### config.mk
export PLATFORM = sky130hd
export DESIGN_NAME = pipe_stage_regs_flat
export DESIGN_NICKNAME = d
export VERILOG_FILES = /design/src/rtl/pipe_stage_regs_if.sv /design/src/rtl/pipe_stage_regs.sv /design/src/flat_wrapper.sv
export SDC_FILE = /design/constraint.sdc
export NUM_CORES = 1
export LEC_CHECK = 0
export CORE_AREA = 2 2 171 173
export CTS_BUF_LIST = sky130_fd_sc_hd__clkbuf_4 sky130_fd_sc_hd__clkbuf_8
export DETAILED_ROUTE_END_ITERATION = 6
export DIE_AREA = 0 0 173 175
export PLACE_DENSITY = 0.67
export SYNTH_ARGS = -nofsm -noshare
export SYNTH_HDL_FRONTEND = slang
export SYNTH_SLANG_ARGS = --single-unit
### constraint.sdc
create_clock -name clk -period 2.3 [get_ports clk]
set_clock_uncertainty 0.15 [all_clocks]
set_input_delay 0.46 -clock clk [delete_from_list [all_inputs] [get_ports clk]]
set_output_delay 0.46 -clock clk [all_outputs]
set_load 0.05 [all_outputs]
### src/rtl/pipe_stage_regs_if.sv
// pipe_stage_regs_if: signal bundle between the hazard unit / ID stage and the
// front-end pipeline register bank.
// The master side drives fetch, decode and hazard controls and observes the
// pipeline registers. The slave side is the register bank.
// Optional macro PIPE_PERF_CNT_EN adds the stall_cnt / bubble_cnt counters.
interface pipe_stage_regs_if #(
  parameter int unsigned WIDTH = 32
`ifdef PIPE_PERF_CNT_EN
  ,
  parameter int unsigned CNT_W = 16
`endif
);

  // hazard controls
  logic             stall_if;
  logic             stall_id;
  logic             flash_ex;
  logic             pcsrc_id;
  logic [WIDTH-1:0] pcbranch_id;

  // fetch and decode inputs
  logic [WIDTH-1:0] instr_if;
  logic [WIDTH-1:0] rd1_id;
  logic [WIDTH-1:0] rd2_id;
  logic [WIDTH-1:0] signimm_id;
  logic [4:0]       rs_id;
  logic [4:0]       rt_id;
  logic [4:0]       rd_id;
  logic [8:0]       ctrl_id;

  // pipeline register contents
  logic [WIDTH-1:0] pc_if;
  logic [WIDTH-1:0] pcplus4_if;
  logic [WIDTH-1:0] instr_id;
  logic [WIDTH-1:0] pcplus4_id;
  logic             valid_id;
  logic [WIDTH-1:0] rd1_ex;
  logic [WIDTH-1:0] rd2_ex;
  logic [WIDTH-1:0] signimm_ex;
  logic [4:0]       rs_ex;
  logic [4:0]       rt_ex;
  logic [4:0]       rd_ex;
  logic [8:0]       ctrl_ex;
  logic             valid_ex;

`ifdef PIPE_PERF_CNT_EN
  logic [CNT_W-1:0] stall_cnt;
  logic [CNT_W-1:0] bubble_cnt;
`endif

  modport master (
`ifdef PIPE_PERF_CNT_EN
    input  stall_cnt, bubble_cnt,
`endif
    output stall_if, stall_id, flash_ex, pcsrc_id, pcbranch_id,
    output instr_if, rd1_id, rd2_id, signimm_id, rs_id, rt_id, rd_id, ctrl_id,
    input  pc_if, pcplus4_if, instr_id, pcplus4_id, valid_id,
    input  rd1_ex, rd2_ex, signimm_ex, rs_ex, rt_ex, rd_ex, ctrl_ex, valid_ex
  );

  modport slave (
`ifdef PIPE_PERF_CNT_EN
    output stall_cnt, bubble_cnt,
`endif
    input  stall_if, stall_id, flash_ex, pcsrc_id, pcbranch_id,
    input  instr_if, rd1_id, rd2_id, signimm_id, rs_id, rt_id, rd_id, ctrl_id,
    output pc_if, pcplus4_if, instr_id, pcplus4_id, valid_id,
    output rd1_ex, rd2_ex, signimm_ex, rs_ex, rt_ex, rd_ex, ctrl_ex, valid_ex
  );

endinterface

### src/rtl/pipe_stage_regs.sv
// pipe_stage_regs: PC, IF/ID and ID/EX registers of the 5-stage MIPS core.
// Applies hazard-unit hold (stall_if / stall_id), branch clear (pcsrc_id) and
// EX bubble (flash_ex) semantics and tracks a valid bit per stage.
// Optional macro PIPE_PERF_CNT_EN adds saturating stall / bubble counters.
module pipe_stage_regs #(
  parameter int unsigned      WIDTH    = 32,
  parameter logic [WIDTH-1:0] RESET_PC = 32'h0000_0000
`ifdef PIPE_PERF_CNT_EN
  ,
  parameter int unsigned      CNT_W    = 16
`endif
) (
  input  logic               clk,
  input  logic               rst_n,
  pipe_stage_regs_if.slave   bus
);

  localparam logic [WIDTH-1:0] ZERO_W = {WIDTH{1'b0}};
  localparam logic [WIDTH-1:0] FOUR_W = {{(WIDTH-3){1'b0}}, 3'd4};

  // PC stage
  logic [WIDTH-1:0] pc_r;
  logic [WIDTH-1:0] pcplus4_s;
  logic [WIDTH-1:0] pc_nxt_s;

  // IF/ID stage
  logic [WIDTH-1:0] instr_id_r;
  logic [WIDTH-1:0] pcplus4_id_r;
  logic             valid_id_r;
  logic [WIDTH-1:0] instr_id_nxt_s;
  logic [WIDTH-1:0] pcplus4_id_nxt_s;
  logic             valid_id_nxt_s;
  logic             ifid_clear_s;

  // ID/EX stage
  logic [WIDTH-1:0] rd1_ex_r;
  logic [WIDTH-1:0] rd2_ex_r;
  logic [WIDTH-1:0] signimm_ex_r;
  logic [4:0]       rs_ex_r;
  logic [4:0]       rt_ex_r;
  logic [4:0]       rd_ex_r;
  logic [8:0]       ctrl_ex_r;
  logic             valid_ex_r;
  logic [WIDTH-1:0] rd1_ex_nxt_s;
  logic [WIDTH-1:0] rd2_ex_nxt_s;
  logic [WIDTH-1:0] signimm_ex_nxt_s;
  logic [4:0]       rs_ex_nxt_s;
  logic [4:0]       rt_ex_nxt_s;
  logic [4:0]       rd_ex_nxt_s;
  logic [8:0]       ctrl_ex_nxt_s;
  logic             valid_ex_nxt_s;

  // Next PC: branch target wins over sequential fetch; PC only moves when enabled.
  always_comb begin
    pcplus4_s = pc_r + FOUR_W;
    pc_nxt_s  = pc_r;
    if (bus.stall_if) begin
      if (bus.pcsrc_id) begin
        pc_nxt_s = bus.pcbranch_id;
      end else begin
        pc_nxt_s = pcplus4_s;
      end
    end else begin
      pc_nxt_s = pc_r;
    end
  end

  // PC register.
  always_ff @(posedge clk or negedge rst_n) begin
    if (!rst_n) begin
      pc_r <= RESET_PC;
    end else begin
      pc_r <= pc_nxt_s;
    end
  end

  // IF/ID next state: a taken branch clears only when the stage is enabled, so
  // a clear requested during a stall waits for the release with pcsrc_id held.
  always_comb begin
    ifid_clear_s     = 1'b0;
    instr_id_nxt_s   = instr_id_r;
    pcplus4_id_nxt_s = pcplus4_id_r;
    valid_id_nxt_s   = valid_id_r;
    case ({bus.pcsrc_id, bus.stall_id})
      2'b11: begin
        ifid_clear_s     = 1'b1;
        instr_id_nxt_s   = ZERO_W;
        pcplus4_id_nxt_s = ZERO_W;
        valid_id_nxt_s   = 1'b0;
      end
      2'b01: begin
        instr_id_nxt_s   = bus.instr_if;
        pcplus4_id_nxt_s = pcplus4_s;
        valid_id_nxt_s   = 1'b1;
      end
      default: begin
        instr_id_nxt_s   = instr_id_r;
        pcplus4_id_nxt_s = pcplus4_id_r;
        valid_id_nxt_s   = valid_id_r;
      end
    endcase
  end

  // IF/ID register.
  always_ff @(posedge clk or negedge rst_n) begin
    if (!rst_n) begin
      instr_id_r   <= ZERO_W;
      pcplus4_id_r <= ZERO_W;
      valid_id_r   <= 1'b0;
    end else begin
      instr_id_r   <= instr_id_nxt_s;
      pcplus4_id_r <= pcplus4_id_nxt_s;
      valid_id_r   <= valid_id_nxt_s;
    end
  end

  // ID/EX next state: never held; either a bubble or whatever ID decodes now.
  always_comb begin
    rd1_ex_nxt_s     = ZERO_W;
    rd2_ex_nxt_s     = ZERO_W;
    signimm_ex_nxt_s = ZERO_W;
    rs_ex_nxt_s      = 5'd0;
    rt_ex_nxt_s      = 5'd0;
    rd_ex_nxt_s      = 5'd0;
    ctrl_ex_nxt_s    = 9'd0;
    valid_ex_nxt_s   = 1'b0;
    if (bus.flash_ex) begin
      valid_ex_nxt_s = 1'b0;
    end else begin
      rd1_ex_nxt_s     = bus.rd1_id;
      rd2_ex_nxt_s     = bus.rd2_id;
      signimm_ex_nxt_s = bus.signimm_id;
      rs_ex_nxt_s      = bus.rs_id;
      rt_ex_nxt_s      = bus.rt_id;
      rd_ex_nxt_s      = bus.rd_id;
      ctrl_ex_nxt_s    = bus.ctrl_id;
      valid_ex_nxt_s   = valid_id_r;
    end
  end

  // ID/EX register.
  always_ff @(posedge clk or negedge rst_n) begin
    if (!rst_n) begin
      rd1_ex_r     <= ZERO_W;
      rd2_ex_r     <= ZERO_W;
      signimm_ex_r <= ZERO_W;
      rs_ex_r      <= 5'd0;
      rt_ex_r      <= 5'd0;
      rd_ex_r      <= 5'd0;
      ctrl_ex_r    <= 9'd0;
      valid_ex_r   <= 1'b0;
    end else begin
      rd1_ex_r     <= rd1_ex_nxt_s;
      rd2_ex_r     <= rd2_ex_nxt_s;
      signimm_ex_r <= signimm_ex_nxt_s;
      rs_ex_r      <= rs_ex_nxt_s;
      rt_ex_r      <= rt_ex_nxt_s;
      rd_ex_r      <= rd_ex_nxt_s;
      ctrl_ex_r    <= ctrl_ex_nxt_s;
      valid_ex_r   <= valid_ex_nxt_s;
    end
  end

  assign bus.pc_if      = pc_r;
  assign bus.pcplus4_if = pcplus4_s;
  assign bus.instr_id   = instr_id_r;
  assign bus.pcplus4_id = pcplus4_id_r;
  assign bus.valid_id   = valid_id_r;
  assign bus.rd1_ex     = rd1_ex_r;
  assign bus.rd2_ex     = rd2_ex_r;
  assign bus.signimm_ex = signimm_ex_r;
  assign bus.rs_ex      = rs_ex_r;
  assign bus.rt_ex      = rt_ex_r;
  assign bus.rd_ex      = rd_ex_r;
  assign bus.ctrl_ex    = ctrl_ex_r;
  assign bus.valid_ex   = valid_ex_r;

`ifdef PIPE_PERF_CNT_EN
  localparam logic [CNT_W-1:0] CNT_MAX = {CNT_W{1'b1}};
  localparam logic [CNT_W-1:0] CNT_ONE = {{(CNT_W-1){1'b0}}, 1'b1};

  logic [CNT_W-1:0] stall_cnt_r;
  logic [CNT_W-1:0] bubble_cnt_r;
  logic [CNT_W-1:0] stall_cnt_nxt_s;
  logic [CNT_W-1:0] bubble_cnt_nxt_s;

  // Counter next values: count held-decode cycles and injected bubbles, sticking at all-ones.
  always_comb begin
    stall_cnt_nxt_s  = stall_cnt_r;
    bubble_cnt_nxt_s = bubble_cnt_r;
    if (!bus.stall_id && (stall_cnt_r != CNT_MAX)) begin
      stall_cnt_nxt_s = stall_cnt_r + CNT_ONE;
    end else begin
      stall_cnt_nxt_s = stall_cnt_r;
    end
    if ((bus.flash_ex || ifid_clear_s) && (bubble_cnt_r != CNT_MAX)) begin
      bubble_cnt_nxt_s = bubble_cnt_r + CNT_ONE;
    end else begin
      bubble_cnt_nxt_s = bubble_cnt_r;
    end
  end

  // Performance counter registers.
  always_ff @(posedge clk or negedge rst_n) begin
    if (!rst_n) begin
      stall_cnt_r  <= {CNT_W{1'b0}};
      bubble_cnt_r <= {CNT_W{1'b0}};
    end else begin
      stall_cnt_r  <= stall_cnt_nxt_s;
      bubble_cnt_r <= bubble_cnt_nxt_s;
    end
  end

  assign bus.stall_cnt  = stall_cnt_r;
  assign bus.bubble_cnt = bubble_cnt_r;
`endif

endmodule
### src/flat_wrapper.sv
// flat-port wrapper written by rule: the top's interface ports become plain ports
module pipe_stage_regs_flat 
#(
  parameter int unsigned      WIDTH    = 32,
  parameter logic [WIDTH-1:0] RESET_PC = 32'h0000_0000

)
  (clk, rst_n, bus_stall_if, bus_stall_id, bus_flash_ex, bus_pcsrc_id, bus_pcbranch_id, bus_instr_if, bus_rd1_id, bus_rd2_id, bus_signimm_id, bus_rs_id, bus_rt_id, bus_rd_id, bus_ctrl_id, bus_pc_if, bus_pcplus4_if, bus_instr_id, bus_pcplus4_id, bus_valid_id, bus_rd1_ex, bus_rd2_ex, bus_signimm_ex, bus_rs_ex, bus_rt_ex, bus_rd_ex, bus_ctrl_ex, bus_valid_ex);
  pipe_stage_regs_if #(.WIDTH(WIDTH)) bus_i ();
  input  logic clk;
  input  logic rst_n;
  input wire logic [$bits(bus_i.stall_if)-1:0] bus_stall_if;
  input wire logic [$bits(bus_i.stall_id)-1:0] bus_stall_id;
  input wire logic [$bits(bus_i.flash_ex)-1:0] bus_flash_ex;
  input wire logic [$bits(bus_i.pcsrc_id)-1:0] bus_pcsrc_id;
  input wire logic [$bits(bus_i.pcbranch_id)-1:0] bus_pcbranch_id;
  input wire logic [$bits(bus_i.instr_if)-1:0] bus_instr_if;
  input wire logic [$bits(bus_i.rd1_id)-1:0] bus_rd1_id;
  input wire logic [$bits(bus_i.rd2_id)-1:0] bus_rd2_id;
  input wire logic [$bits(bus_i.signimm_id)-1:0] bus_signimm_id;
  input wire logic [$bits(bus_i.rs_id)-1:0] bus_rs_id;
  input wire logic [$bits(bus_i.rt_id)-1:0] bus_rt_id;
  input wire logic [$bits(bus_i.rd_id)-1:0] bus_rd_id;
  input wire logic [$bits(bus_i.ctrl_id)-1:0] bus_ctrl_id;
  output wire logic [$bits(bus_i.pc_if)-1:0] bus_pc_if;
  output wire logic [$bits(bus_i.pcplus4_if)-1:0] bus_pcplus4_if;
  output wire logic [$bits(bus_i.instr_id)-1:0] bus_instr_id;
  output wire logic [$bits(bus_i.pcplus4_id)-1:0] bus_pcplus4_id;
  output wire logic [$bits(bus_i.valid_id)-1:0] bus_valid_id;
  output wire logic [$bits(bus_i.rd1_ex)-1:0] bus_rd1_ex;
  output wire logic [$bits(bus_i.rd2_ex)-1:0] bus_rd2_ex;
  output wire logic [$bits(bus_i.signimm_ex)-1:0] bus_signimm_ex;
  output wire logic [$bits(bus_i.rs_ex)-1:0] bus_rs_ex;
  output wire logic [$bits(bus_i.rt_ex)-1:0] bus_rt_ex;
  output wire logic [$bits(bus_i.rd_ex)-1:0] bus_rd_ex;
  output wire logic [$bits(bus_i.ctrl_ex)-1:0] bus_ctrl_ex;
  output wire logic [$bits(bus_i.valid_ex)-1:0] bus_valid_ex;
  assign bus_i.stall_if = bus_stall_if;
  assign bus_i.stall_id = bus_stall_id;
  assign bus_i.flash_ex = bus_flash_ex;
  assign bus_i.pcsrc_id = bus_pcsrc_id;
  assign bus_i.pcbranch_id = bus_pcbranch_id;
  assign bus_i.instr_if = bus_instr_if;
  assign bus_i.rd1_id = bus_rd1_id;
  assign bus_i.rd2_id = bus_rd2_id;
  assign bus_i.signimm_id = bus_signimm_id;
  assign bus_i.rs_id = bus_rs_id;
  assign bus_i.rt_id = bus_rt_id;
  assign bus_i.rd_id = bus_rd_id;
  assign bus_i.ctrl_id = bus_ctrl_id;
  assign bus_pc_if = bus_i.pc_if;
  assign bus_pcplus4_if = bus_i.pcplus4_if;
  assign bus_instr_id = bus_i.instr_id;
  assign bus_pcplus4_id = bus_i.pcplus4_id;
  assign bus_valid_id = bus_i.valid_id;
  assign bus_rd1_ex = bus_i.rd1_ex;
  assign bus_rd2_ex = bus_i.rd2_ex;
  assign bus_signimm_ex = bus_i.signimm_ex;
  assign bus_rs_ex = bus_i.rs_ex;
  assign bus_rt_ex = bus_i.rt_ex;
  assign bus_rd_ex = bus_i.rd_ex;
  assign bus_ctrl_ex = bus_i.ctrl_ex;
  assign bus_valid_ex = bus_i.valid_ex;
  pipe_stage_regs #(.WIDTH(WIDTH), .RESET_PC(RESET_PC)) u_core (.clk(clk), .rst_n(rst_n), .bus(bus_i));
endmodule
==> results of run 1 <==
repair_timing:
| item | in CTS | in global routing |
|---|---|---|
| gates resized for setup | 229 | 33 |
| endpoints found under the hold margin | 50 | 0 |
| hold buffers | 1 | 0 |
| cloned | 1 | 0 |
| endpoints found under the setup margin | 206 | 36 |
| pin swaps | 34 | 14 |
| buffers inserted | 21 | 18 |
metal layers:
layer | global-route usage (%) | part of all wire, % | vias to the layer above
li1 | - | - | 3833
met1 | 26.01 | 37 | 4112
met2 | 39.07 | 50 | 399
met3 | 8.116 | 9.4 | 72
met4 | 8.157 | 3.0 | 0
met5 | 0 | 0 | -
cell usage after synthesis (3+ instances only):
library cell  number  area share (%)
a221o_1            8            0.90
nor2_1            28             1.2
and4_1             5            0.49
o221ai_1           3            0.30
buf_2             12            0.67
nand2b_1           4            0.28
or4_1              7            0.59
a32oi_1            5            0.49
clkbuf_1          50             2.1
a22o_1            48             4.7
o21ai_0           15            0.84
nand2_1           29             1.2
or3_1              4            0.28
and2_1             4            0.28
nor3_1             8            0.45
o2bb2ai_1          4            0.39
o311ai_0           8            0.79
nor4_1             7            0.49
and3_1             7            0.49
xor2_1            10            0.98
inv_1             13            0.55
o31ai_1            3            0.25
o211ai_1          10            0.84
mux2_2             3            0.38
nand4_1           16             1.1
dfrtp_1          218              61
xnor2_1           18             1.8
buf_4              5            0.42
a22oi_1           15             1.3
nand3_1           24             1.3
a21oi_1           10            0.56
nor2b_1          124             8.7
report_power, final:
| part | internal, W | switching [W] |
|---|---|---|
| registers | 0.00415 | 0.000179 |
| clock network | 0.00263 | 0.00170 |
| logic | 0.00167 | 0.00259 |
| total | 0.00845 | 0.00447 |
path summary, 6_finish.rpt:
path,from,slack [ns],to
setup / recovery,u_core.bus.pc_if[2],-0.61,bus_pcplus4_if[30]
hold / removal,bus_flash_ex,0.16,u_core.bus.rd2_ex[3]
setup reg to reg,u_core.bus.pc_if[2],0.09,u_core.bus.pc_if[27]
hold reg to reg,u_core.bus.valid_id,0.34,u_core.bus.valid_id
max in group asynchronous,rst_n,1.07,u_core.bus.rd1_ex[18]
min in group asynchronous,rst_n,0.29,u_core.bus.instr_id[4]
state kept, by name, indices dropped and copies added, names as in the netlist, 9 cells and up:
signal,flops
u_core.bus.ctrl_ex,9
u_core.bus.rd1_ex,32
u_core.bus.signimm_ex,32
u_core.bus.pcplus4_id,32
u_core.bus.pc_if,32
u_core.bus.instr_id,32
u_core.bus.rd2_ex,32
final cells by class:
class / instances / area (um2)
well taps: 384 / 480.5
clock buffers: 67 / 828.3
multi-input cells: 459 / 3914
fillers: 2393 / 11710
repair buffers: 593 / 5782
inverters: 14 / 52.55
flip-flops and latches: 218 / 5487
clock inverters: 9 / 135.1
per-stage QoR:
stage	cells	util, %	total power, W	cell area (um2)
after floorplan	761	-	0.006698	9533
after global placement	1630	53.57	0.008575	15210
after detailed placement	1630	53.57	0.008606	15210
after CTS	1729	57.97	0.01295	16460
after global routing	1744	58.74	0.01342	16680
final	1744	58.74	0.01293	16680
logic make-up after synthesis:
family / Yosys count
and+or+nand+nor: 278
DFF: 218
AOI/OAI and AO/OA: 147
buffers and inverters: 84
xor gates and xnor gates: 28
muxes: 5
adders and majority gates: 1
worst max-delay path, delay by kind of cell, from the launching register on:
family / cells / cell delay, ns
xor+xnor: 1 / 0.17
fa+ha+maj: 1 / 0.15
buf+inv: 2 / 0.31
flops: 1 / 0.41
simple gates: 3 / 0.70
==> impl_metrics.csv, run 1 <==
group,metric,value,unit
run_status,status,"finished, violations left",
run_status,violations,"setup timing",
yosys,syn_nets,952,
yosys,synth-seq-area-share,61.29,%
timing,slew_violations,0,
routing,drcViolationCount,0,
timing,finalSetupViolCount,28,
routing,first_iter_violations,453,
pwr,leakagePower,7.967,nW
placement,dp_hpwl,26500,um
timing,fin_ws,-0.6095,ns
cells_and_area,final_cell_mix,"193 x dfrtp_1, 187 x clkdlybuf4s50_1, 178 x dlygate4sd2_1",
placement,pre_cts_ws,-0.1454,ns
clock_tree,tritoncts,"built",
pwr,cellPowerDensity,775.1,nW/um2
yosys,synth_cell_type_count,57,
timing,rsz0062_at_grt,"true",
worst_setup_path,endpoint_kind,"output port",
global_routing,antenna_found_initial,0,
routing,drt.antenna.violating_nets,0,
floorplan,die_width,173,um
worst_setup_path,cp_cell_sequence,"ha_4 > and4_4 > nand4_1 > buf_6 > or3_4 > xnor2_4 > buf_12",
yosys,synth_area_per_cell,11.70,um2
yosys,yosys_warnings,0,
timing,maxSlewHeadroom,62.14,%
floorplan,initial_utilization,31.35,%
cells_and_area,nNetsFinal,1518,
cells_and_area,syn_to_final_growth,87.38,%
timing,final_hold_viol_count,0,
yosys,synth_edf_count,0,
min_path,holdCritPathClass,"primary input to register",
floorplan,fp-row-count,62,
worst_setup_path,cpMaxStageDelayCell,"dfrtp_2",
yosys,synthAdderAreaFrac,0.1406,%
routing,via_per_inst,4.826,
routing,num_vias,8416,
clock_tree,clockBufferDepth,3,
global_routing,grt_pass1_wl,52860,um
clock_tree,cts.sinks,218,
worst_setup_path,cpPeakStageDelay,0.41,ns
clock_tree,cts_root_buf,"clkbuf_8",
cells_and_area,antennaDiodeCount,0,
placement,gp_congestion,0.8980,
timing,fin_crit,2.909,ns
yosys,synth_compound_area_share,13.06,%
global_routing,grt_max_degree,58,
cells_and_area,final_common_cell,"dfrtp_1",
clock_tree,numCtsBuffers,41,
yosys,synth-main-ff-cell,"dfrtp_1",
floorplan,ioPinCount,440,
worst_setup_path,path_max_fanout,4,
routing,wl,35090,um
routing,wl_per_cell,20.12,um
floorplan,dieArea,30280,um2
timing,worstMarginPinSlew,0.5702,ns
yosys,synthSimpleGateAreaFrac,18.22,%
worst_setup_path,path_class,"register to output port",
floorplan,core_area,28390,um2
job,cap_viol_max_count,0,
global_routing,overflow,0,
worst_setup_path,cp-start-kind,"register",
clock_tree,path_clk_slew,0.06,ns
yosys,synth-xor-area-share,2.755,%
min_path,whs_path_depth,2,
worst_setup_path,cp.arrival,2.30,ns
timing,fin_crit_sh,126.5,%
yosys,synth_top_family_by_area,"simple AND/OR/NAND/NOR gates",
yosys,ys_ff_latch,218,
global_routing,grt_pass1_vias,8990,
yosys,synth_mux_area_share,0.6044,%
pwr,vdd_drop_max,0.0004372,V
clock_tree,ctsHtreeMaxLevel,2,
timing,timing.fmax,343.7,MHz
floorplan,die_h,175,um
placement,portBuffers,439,
timing,holdWs,0.1564,ns
routing,first_pass_iters,5,
worst_setup_path,rr_worst_depth,5,
global_routing,grt.total_usage,22.67,%
clock_tree,worstSkewPairLatency,0.55,ns
yosys,ys_async_sr_fraction,100.0,%
yosys,synth_area,8901,um2
timing,setup_tns,-11.85,ns
worst_setup_path,required,1.69,ns
cells_and_area,drive_above_1_share,29.12,%
yosys,syn-instance-count,761,
Note: power is estimated with default switching activity, not from simulation.
==> run 2: changes to the inputs <==
Settings changed: SLEW_MARGIN set to 20.
==> results of run 2 <==
Final layout, timing and power as in run 1 (identical DEF).
